$ cat src/rtl/goose_pkg.sv
// Shared constants, state encoding and helpers for the goose collision detector.
package goose_pkg;

  localparam int H_ACTIVE = 640;
  localparam int V_ACTIVE = 480;

  localparam int HIT_THRESHOLD_DEF = 4;
  localparam int GRACE_FRAMES_DEF  = 30;
  localparam int CNT_W_DEF         = 12;

  typedef enum logic [1:0] {
    ST_GRACE = 2'd0,
    ST_ARMED = 2'd1,
    ST_HIT   = 2'd2
  } state_e;

  // Grace counter width; a zero-frame grace period still needs a 1-bit register.
  function automatic int grace_w(input int n);
    return (n > 0) ? $clog2(n + 1) : 1;
  endfunction

endpackage

$ cat src/rtl/goose_hit_detector_frame_overlap_acc.sv
// Per-frame saturating overlap counter with first-overlap pixel capture.
module frame_overlap_acc
  import goose_pkg::*;
#(
  parameter int CNT_W = CNT_W_DEF
) (
  input  logic             clk,
  input  logic             reset,
  input  logic             clear_i,
  input  logic             ov_i,
  input  logic             frame_tick_i,
  input  logic [9:0]       x_i,
  input  logic [9:0]       y_i,
  output logic [CNT_W-1:0] acc_next_o,
  output logic [9:0]       fx_o,
  output logic [9:0]       fy_o,
  output logic             valid_o
);

  localparam logic [CNT_W-1:0] ACC_MAX = '1;

  logic [CNT_W-1:0] acc_q;
  logic [9:0]       fx_q, fy_q;
  logic             valid_q;

  always_comb begin
    acc_next_o = acc_q;
    if (acc_q != ACC_MAX) begin
      acc_next_o = acc_q + {{(CNT_W-1){1'b0}}, ov_i};
    end
  end

  always_ff @(posedge clk or posedge reset) begin
    if (reset) begin
      acc_q   <= '0;
      fx_q    <= '0;
      fy_q    <= '0;
      valid_q <= 1'b0;
    end else if (clear_i) begin
      acc_q   <= '0;
      fx_q    <= '0;
      fy_q    <= '0;
      valid_q <= 1'b0;
    end else if (frame_tick_i) begin
      acc_q   <= '0;
      valid_q <= 1'b0;
    end else begin
      acc_q <= acc_next_o;
      if (ov_i && !valid_q) begin
        fx_q    <= x_i;
        fy_q    <= y_i;
        valid_q <= 1'b1;
      end
    end
  end

  assign fx_o    = fx_q;
  assign fy_o    = fy_q;
  assign valid_o = valid_q;

endmodule

$ cat src/rtl/goose_hit_detector.sv
// Once-per-frame goose/obstacle collision decision with a post-reset grace period.
module goose_hit_detector
  import goose_pkg::*;
#(
  parameter int HIT_THRESHOLD = HIT_THRESHOLD_DEF,
  parameter int GRACE_FRAMES  = GRACE_FRAMES_DEF,
  parameter int CNT_W         = CNT_W_DEF
) (
  input  logic             clk,
  input  logic             reset,
  input  logic             restart,
  input  logic             frame_tick,
  input  logic             video_on,
  input  logic [9:0]       x,
  input  logic [9:0]       y,
  input  logic             goose,
  input  logic             obstacle,
  output logic             check_hit,
  output logic             hit_pulse,
  output logic [9:0]       hit_x,
  output logic [9:0]       hit_y,
  output logic [CNT_W-1:0] overlap_count
);

  localparam int              GW         = grace_w(GRACE_FRAMES);
  localparam logic [GW-1:0]   GRACE_INIT = GW'(GRACE_FRAMES);
  localparam state_e          RESET_ST   = (GRACE_FRAMES == 0) ? ST_ARMED : ST_GRACE;

  logic             ov;
  logic [CNT_W-1:0] acc_next;
  logic [9:0]       fx, fy;
  logic             f_valid;
  logic             over_thr;

  state_e           state_q, state_d;
  logic [GW-1:0]    grace_q, grace_d;
  logic             check_hit_q, check_hit_d;
  logic             hit_pulse_q, hit_pulse_d;
  logic [9:0]       hit_x_q, hit_x_d;
  logic [9:0]       hit_y_q, hit_y_d;
  logic [CNT_W-1:0] count_q, count_d;

  assign ov = video_on & goose & obstacle;

  frame_overlap_acc #(
    .CNT_W (CNT_W)
  ) u_acc (
    .clk          (clk),
    .reset        (reset),
    .clear_i      (restart),
    .ov_i         (ov),
    .frame_tick_i (frame_tick),
    .x_i          (x),
    .y_i          (y),
    .acc_next_o   (acc_next),
    .fx_o         (fx),
    .fy_o         (fy),
    .valid_o      (f_valid)
  );

  // Compare at 32 bits so a threshold above the counter range simply never fires.
  assign over_thr = 32'(acc_next) >= 32'(HIT_THRESHOLD);

  always_comb begin
    state_d     = state_q;
    grace_d     = grace_q;
    check_hit_d = check_hit_q;
    hit_pulse_d = 1'b0;
    hit_x_d     = hit_x_q;
    hit_y_d     = hit_y_q;
    count_d     = count_q;

    if (restart) begin
      state_d     = RESET_ST;
      grace_d     = GRACE_INIT;
      check_hit_d = 1'b0;
      hit_x_d     = '0;
      hit_y_d     = '0;
      count_d     = '0;
    end else if (frame_tick) begin
      count_d = acc_next;
      unique case (state_q)
        ST_GRACE: begin
          grace_d = grace_q - GW'(1);
          if (grace_q <= GW'(1)) begin
            state_d = ST_ARMED;
          end
        end
        ST_ARMED: begin
          if (over_thr) begin
            state_d     = ST_HIT;
            check_hit_d = 1'b1;
            hit_pulse_d = 1'b1;
            // No captured pixel means the only overlap landed on the tick cycle itself.
            hit_x_d     = f_valid ? fx : x;
            hit_y_d     = f_valid ? fy : y;
          end
        end
        ST_HIT: begin
          state_d = ST_HIT;
        end
        default: begin
          state_d = RESET_ST;
          grace_d = GRACE_INIT;
        end
      endcase
    end
  end

  always_ff @(posedge clk or posedge reset) begin
    if (reset) begin
      state_q     <= RESET_ST;
      grace_q     <= GRACE_INIT;
      check_hit_q <= 1'b0;
      hit_pulse_q <= 1'b0;
      hit_x_q     <= '0;
      hit_y_q     <= '0;
      count_q     <= '0;
    end else begin
      state_q     <= state_d;
      grace_q     <= grace_d;
      check_hit_q <= check_hit_d;
      hit_pulse_q <= hit_pulse_d;
      hit_x_q     <= hit_x_d;
      hit_y_q     <= hit_y_d;
      count_q     <= count_d;
    end
  end

  assign check_hit     = check_hit_q;
  assign hit_pulse     = hit_pulse_q;
  assign hit_x         = hit_x_q;
  assign hit_y         = hit_y_q;
  assign overlap_count = count_q;

endmodule
$ cat config.mk
export PLATFORM = sky130hd
export DESIGN_NAME = goose_hit_detector
export DESIGN_NICKNAME = d
export VERILOG_FILES = /design/src/rtl/goose_pkg.sv /design/src/rtl/goose_hit_detector_frame_overlap_acc.sv /design/src/rtl/goose_hit_detector.sv
export SDC_FILE = /design/constraint.sdc
export NUM_CORES = 1
export LEC_CHECK = 0
export ABC_AREA = 0
export CORE_MARGIN = 1
export CORE_UTILIZATION = 54
export DETAILED_ROUTE_END_ITERATION = 8
export HOLD_SLACK_MARGIN = 0.08
export PLACE_DENSITY = 0.85
export SLEW_MARGIN = 20
export SYNTH_ARGS = -nofsm -noshare
export SYNTH_HDL_FRONTEND = slang
export SYNTH_SLANG_ARGS = --single-unit
export TNS_END_PERCENT = 20
$ cat constraint.sdc
create_clock -name clk -period 2.85 [get_ports clk]
set_input_delay 0.4275 -clock clk [delete_from_list [all_inputs] [get_ports clk]]
set_output_delay 0.4275 -clock clk [all_outputs]
set_load 0.05 [all_outputs]
Word level (Yosys, flattened, before mapping)

Index checks and enable logic that the tools add are counted.

Multiplexer cells: 40
Bitwise operators: 2
$lt $le $gt $ge: 2
$add $sub $neg: 2
Eq/ne operators: 7
Reduce and logical (&&, ||, !) cells: 13

Operators by type and width:

| cell                                                                             | count |
|---|---|
| 10-bit two-way mux                                                               | 16 |
| 12-bit two-way mux                                                               | 5 |
| 12-bit by 1-bit adder with 12-bit output                                         | 1 |
| 12-bit by 3-bit >= comparator with 1-bit output, second input constant           | 1 |
| 12-bit != test, second input constant                                            | 1 |
| 1-bit two-way mux                                                                | 11 |
| 5-bit two-way mux                                                                | 2 |
| 5-bit case mux with 2 select lines                                               | 1 |
| 2-bit two-way mux                                                                | 4 |
| 2-bit nonzero test                                                               | 4 |
| 3-bit != test, second input constant                                             | 2 |
| 2-bit case mux with 3 select lines                                               | 1 |
| 3-bit AND reduction                                                              | 2 |
| 5-bit by 1-bit less-or-equal comparator with 1-bit output, second input constant | 1 |
| 5-bit by 1-bit subtractor with 5-bit output, second input constant               | 1 |
| 2-bit AND reduction                                                              | 2 |
| 3-bit nonzero test                                                               | 1 |
| 1-bit AND                                                                        | 2 |
| 2-bit by 1-bit == test with 1-bit output, second input constant                  | 1 |
| 2-bit == test, second input constant                                             | 1 |
| 2-bit zero test                                                                  | 1 |
| 2-bit by 1-bit != test with 1-bit output, second input constant                  | 1 |
| 2-bit != test, second input constant                                             | 1 |
| 2-bit OR reduction                                                               | 1 |
| other kinds (2)                                                                  | 2 |

Output and inout bits: 34
Bits in registers: 74
Input bits: 27
Word-level logic and storage cells: 77

Depth between registers and ports, before layout

Depth in word-level cells: 9
Gate-level depth with buffers: 12
Depth with buffers taken out: 10

Hierarchy

Synthesis repeated with hierarchy kept, for this count alone.

Cell total of the unflattened synthesis: 326
Area, all modules: 3758.6 um2

By module, submodules not included:

| module             | area each (um2) | cells an instance | sequential area each (um2) | times used |
|---|---|---|---|---|
| goose_hit_detector | 2183.3          | 188               | 1031.0                     | 1 |
| frame_overlap_acc  | 1575.3          | 138               | 825.8                      | 1 |

Worst setup path after synthesis

Ideal clock, no wire load.

Path type: input to register
Start: input port obstacle
End: register hit_x_q[0], in the netlist hit_x[0]
Stages: 12
Arrival: 2516 ps
Library setup time: 150 ps
Setup slack: 184 ps
Cell sequence: nand3_1 -> inv_1 -> ha_1 -> ha_1 -> and3_1 -> buf_4 -> nand4_1 -> mux2_4 -> nor4_4 -> a21bo_4 -> buf_6 -> a211oi_2

Cells in the longest elaborated chain, start to end: 6

RTL lines:

| element                                         | line                                       | source |
|---|---|---|
| start: declaration                              | goose_hit_detector.sv:17                   | `input logic obstacle,` |
| 1-bit AND                                       | goose_hit_detector.sv:43                   | `assign ov = video_on & goose & obstacle;` |
| 12-bit by 1-bit adder with 12-bit output        | goose_hit_detector_frame_overlap_acc.sv:29 | `acc_next_o = acc_q + {{(CNT_W-1){1'b0}}, ov_i};` |
| 12-bit two-way mux                              | goose_hit_detector_frame_overlap_acc.sv:28 | `if (acc_q != ACC_MAX) begin` |
| 12-bit by 3-bit >= comparator with 1-bit output | goose_hit_detector.sv:62                   | `assign over_thr = 32'(acc_next) >= 32'(HIT_THRESHOLD);` |
| 2-bit nonzero test (no line)                    | n/a                                        |  |
| 3-bit AND reduction (no line)                   | n/a                                        |  |
| end signal: assignment                          | goose_hit_detector.sv:124                  | `hit_x_q <= hit_x_d;` |
| end: declaration                                | goose_hit_detector.sv:39                   | `logic [9:0] hit_x_q, hit_x_d;` |

Every way passes these cells.
A chain may end at the register's enable or synchronous reset.

Worst setup path in the final report

Start: input port obstacle
End: register hit_y_q[7], in the netlist hit_y[7]

Cells in the longest elaborated chain, start to end: 6

RTL lines:

| element                                         | line                                       | source |
|---|---|---|
| 1-bit AND                                       | goose_hit_detector.sv:43                   |  |
| 12-bit by 1-bit adder with 12-bit output        | goose_hit_detector_frame_overlap_acc.sv:29 |  |
| 12-bit two-way mux                              | goose_hit_detector_frame_overlap_acc.sv:28 |  |
| 12-bit by 3-bit >= comparator with 1-bit output | goose_hit_detector.sv:62                   |  |
| 2-bit nonzero test (no line)                    | n/a                                        |  |
| 3-bit AND reduction (no line)                   | n/a                                        |  |
| end signal: assignment                          | goose_hit_detector.sv:125                  | `hit_y_q <= hit_y_d;` |
| end: declaration                                | goose_hit_detector.sv:40                   | `logic [9:0] hit_y_q, hit_y_d;` |

Every way passes these cells.

==> qor.csv <==
metric;value;unit
layout cell share with drive strength beyond 1;16.3;%
first-pass GRT wire length;15300;µm
clk_skew;0.0105;ns
Final Hold Vio Count;0;
Total GRT Usage;26.6;%
Net Count, Synth;446;
PortBufs;60;
Root Driver;clkbuf_8;
worst path required time;3.07;ns
die footprint;7580;µm²
FFs w/ async S/R, synth;100;%
Distinct cells, synth;43;
Die Height;87.1;µm
CTS Buffer Depth;2;
vias in the first global route;3288;
initial DRC count;169;
TritonRoute pass-1 iters;4;
Routed WL;9420;µm
cts bufs inserted;9;
Die Width;87.1;µm
LEAKAGE;2.09;nW
Post-synth EDFFs;0;
Post-Syn Area;3910;µm²
Synthesis Warnings;0;
number of vias per cell;5.65;
top_reg_cell synth;dfrtp_1;
max cap viols;0;
H-tree levels;3;
critical path class;input pin to flop;
Area Overhead vs Synth;29.4;%
Mapped Cells;413;
final worst path period need;2.77;ns
Post-DP HPWL;6390;µm
Critical Path End Type;flop;
Setup TNS;0;ns
Ports;61;
slew margin rel.;51.6;%
WL/cell;16.2;µm
pre-CTS setup slack;-0.308;ns
grt ovf;0;
Sink Count;74;
CTS tree;done;
Crit path arrival time;2.98;ns
post-route ant nets;0;
CP Max Fanout;9;
number of antenna violations at the first check in global routing;0;
Max Freq;362;MHz
clk slew on worst S/H paths;0.08;ns
vias;3291;
crit start category;input pin;
final weighted congestion in routability-driven placement;0.860;
syn avg cell area;9.46;µm²
largest net degree at the start of global routing;47;
Post-CTS Hold Buffers;0;
post-synthesis register bit count;74;
Residual DRC;0;
Diodes inserted;0;
endpoints failing setup;0;
Worst VDD drop;0.346;mV
nets;515;
# fillers;509;
Clk Latency, worst-skew pair;0.36;ns
Slew @ Worst Pin;0.726;ns
Rows;30;
Min-Delay Path Class;input pin to async pin;
register area share after synthesis;47.5;%
Initial Util;56.6;%
final worst setup slack;0.0838;ns
crit share post-route;97.1;%
core area;6910;µm²
cell area power density;520;nW/µm²
status;completed;
Slew Viols, Final;0;
-- sequential cells by signal (all words and copies together), names as in the netlist --
register	flops
u_acc.valid_o	1
hit_pulse	1
u_acc.acc_q	12
check_hit	1
overlap_count	12
hit_x	10
u_acc.fy_o	10
grace_q	5
state_q	2
u_acc.fx_o	10
hit_y	10
-- worst max-delay path, cell delays in order --
cell	delay, ns
clkdlybuf4s50_1	0.49
nand3_2	0.11
inv_1	0.09
ha_1	0.18
ha_2	0.19
and3_4	0.20
nand4_1	0.12
mux2_4	0.34
nor4_4	0.26
buf_6	0.17
a21bo_4	0.17
clkbuf_16	0.17
a211oi_2	0.07
-- final timing paths --
path                            slack (ns)  depth (start not counted)          endpoint           start
max in group asynchronous             2.01                          3     u_acc.fx_o[0]           reset
min in group clk                      0.43                          2  overlap_count[0]         restart
worst min-delay path                  0.28                          2          hit_y[5]           reset
worst min register to register        0.52                          2     u_acc.fx_o[9]   u_acc.fx_o[9]
worst max-delay path                  0.08                         13          hit_y[7]        obstacle
worst max register to register        0.26                          7          hit_x[7]  u_acc.acc_q[2]
-- Yosys cell counts (5+ instances only) --
| cell type | number | area [µm²] |
|---|---|---|
| inv_1 | 31 | 116 |
| a21oi_1 | 49 | 245 |
| a211oi_2 | 18 | 225 |
| and2_1 | 6 | 37.5 |
| clkbuf_1 | 14 | 52.6 |
| dfrtp_1 | 70 | 1750 |
| o21ai_0 | 6 | 30.0 |
| buf_4 | 6 | 45.0 |
| ha_1 | 6 | 75.1 |
| nand2_1 | 69 | 259 |
| buf_1 | 5 | 18.8 |
| nand3_1 | 12 | 60.1 |
| mux2i_1 | 28 | 280 |
| a211oi_1 | 9 | 67.6 |
| nor3_1 | 5 | 25.0 |
| nor2_1 | 26 | 97.6 |
-- metrics by stage --
step           area, µm²  instances  power (mW)  hold WS, ns  utilization, %
2_1_floorplan       3910        413        1.36        0.478               -
3_3_place_gp        4720        566        1.47        0.496            68.3
3_5_place_dp        4720        566        1.48        0.516            68.3
4_1_cts             5010        581        2.64        0.282            72.5
5_1_grt             5060        582        2.73        0.298            73.2
6_report            5060        582        2.63        0.278            73.2
-- report_power, final --
| group | leakage, nW | internal (mW) | switching (mW) |
|---|---|---|---|
| logic | 0.936 | 0.132 | 0.206 |
| registers | 1.01 | 1.10 | 0.0310 |
| clock network | 0.143 | 0.778 | 0.386 |
| total | 2.09 | 2.01 | 0.623 |
-- cell usage in the layout, fill, tap and decap left out, types with 2 or more instances in the layout --
master	instances
a21oi_1	49
a211oi_2	18
nand2_1	69
ha_1	5
o21ai_0	6
nor3_1	4
o21a_1	3
dfstp_2	4
and2_1	6
a211oi_1	9
buf_12	4
bufinv_16	5
mux2i_1	28
o211ai_1	3
nor2_1	26
and4_1	2
or2_2	2
o211a_1	2
xnor2_1	3
dfrtp_1	70
nand3_1	11
a41oi_1	3
nand4_1	4
nand3_2	2
clkdlybuf4s50_1	59
inv_1	30
xor2_1	2
clkbuf_8	10
a31oi_1	3
buf_4	22
and3_1	3
-- what timing repair did --
action,in CTS,in global routing
endpoints found under the hold margin,0,0
buffers inserted,0,0
gates resized for setup,0,6
endpoints found under the setup margin,0,24
-- layer usage --
layer	routed length, µm	GRT usage (%)	part of all wire, %
met5	0	0	0
met4	127	11.1	1.3
met3	496	5.12	5.3
met2	4990	47.9	53
met1	3800	30.9	40
-- cell type report --
type | count | area [µm²] | area share [%]
clock buffers | 10 | 138 | 2.72
repair buffers | 88 | 877 | 17.3
inverters | 31 | 116 | 2.30
clock inverters | 5 | 150 | 2.97
flip-flops and latches | 74 | 1860 | 36.7
well taps | 96 | 120 | 2.38
multi-input cells | 278 | 1800 | 35.6
-- kinds of logic after synthesis --
kind of cell	synth area share, %
AOI/OAI and AO/OA	19.2
xor gates and xnor gates	1.12
adders and majority gates	1.92
buffers and inverters	7.08
DFF	47.5
muxes	7.56
and+or+nand+nor	15.6
Note: power is estimated with default switching activity, not from simulation.
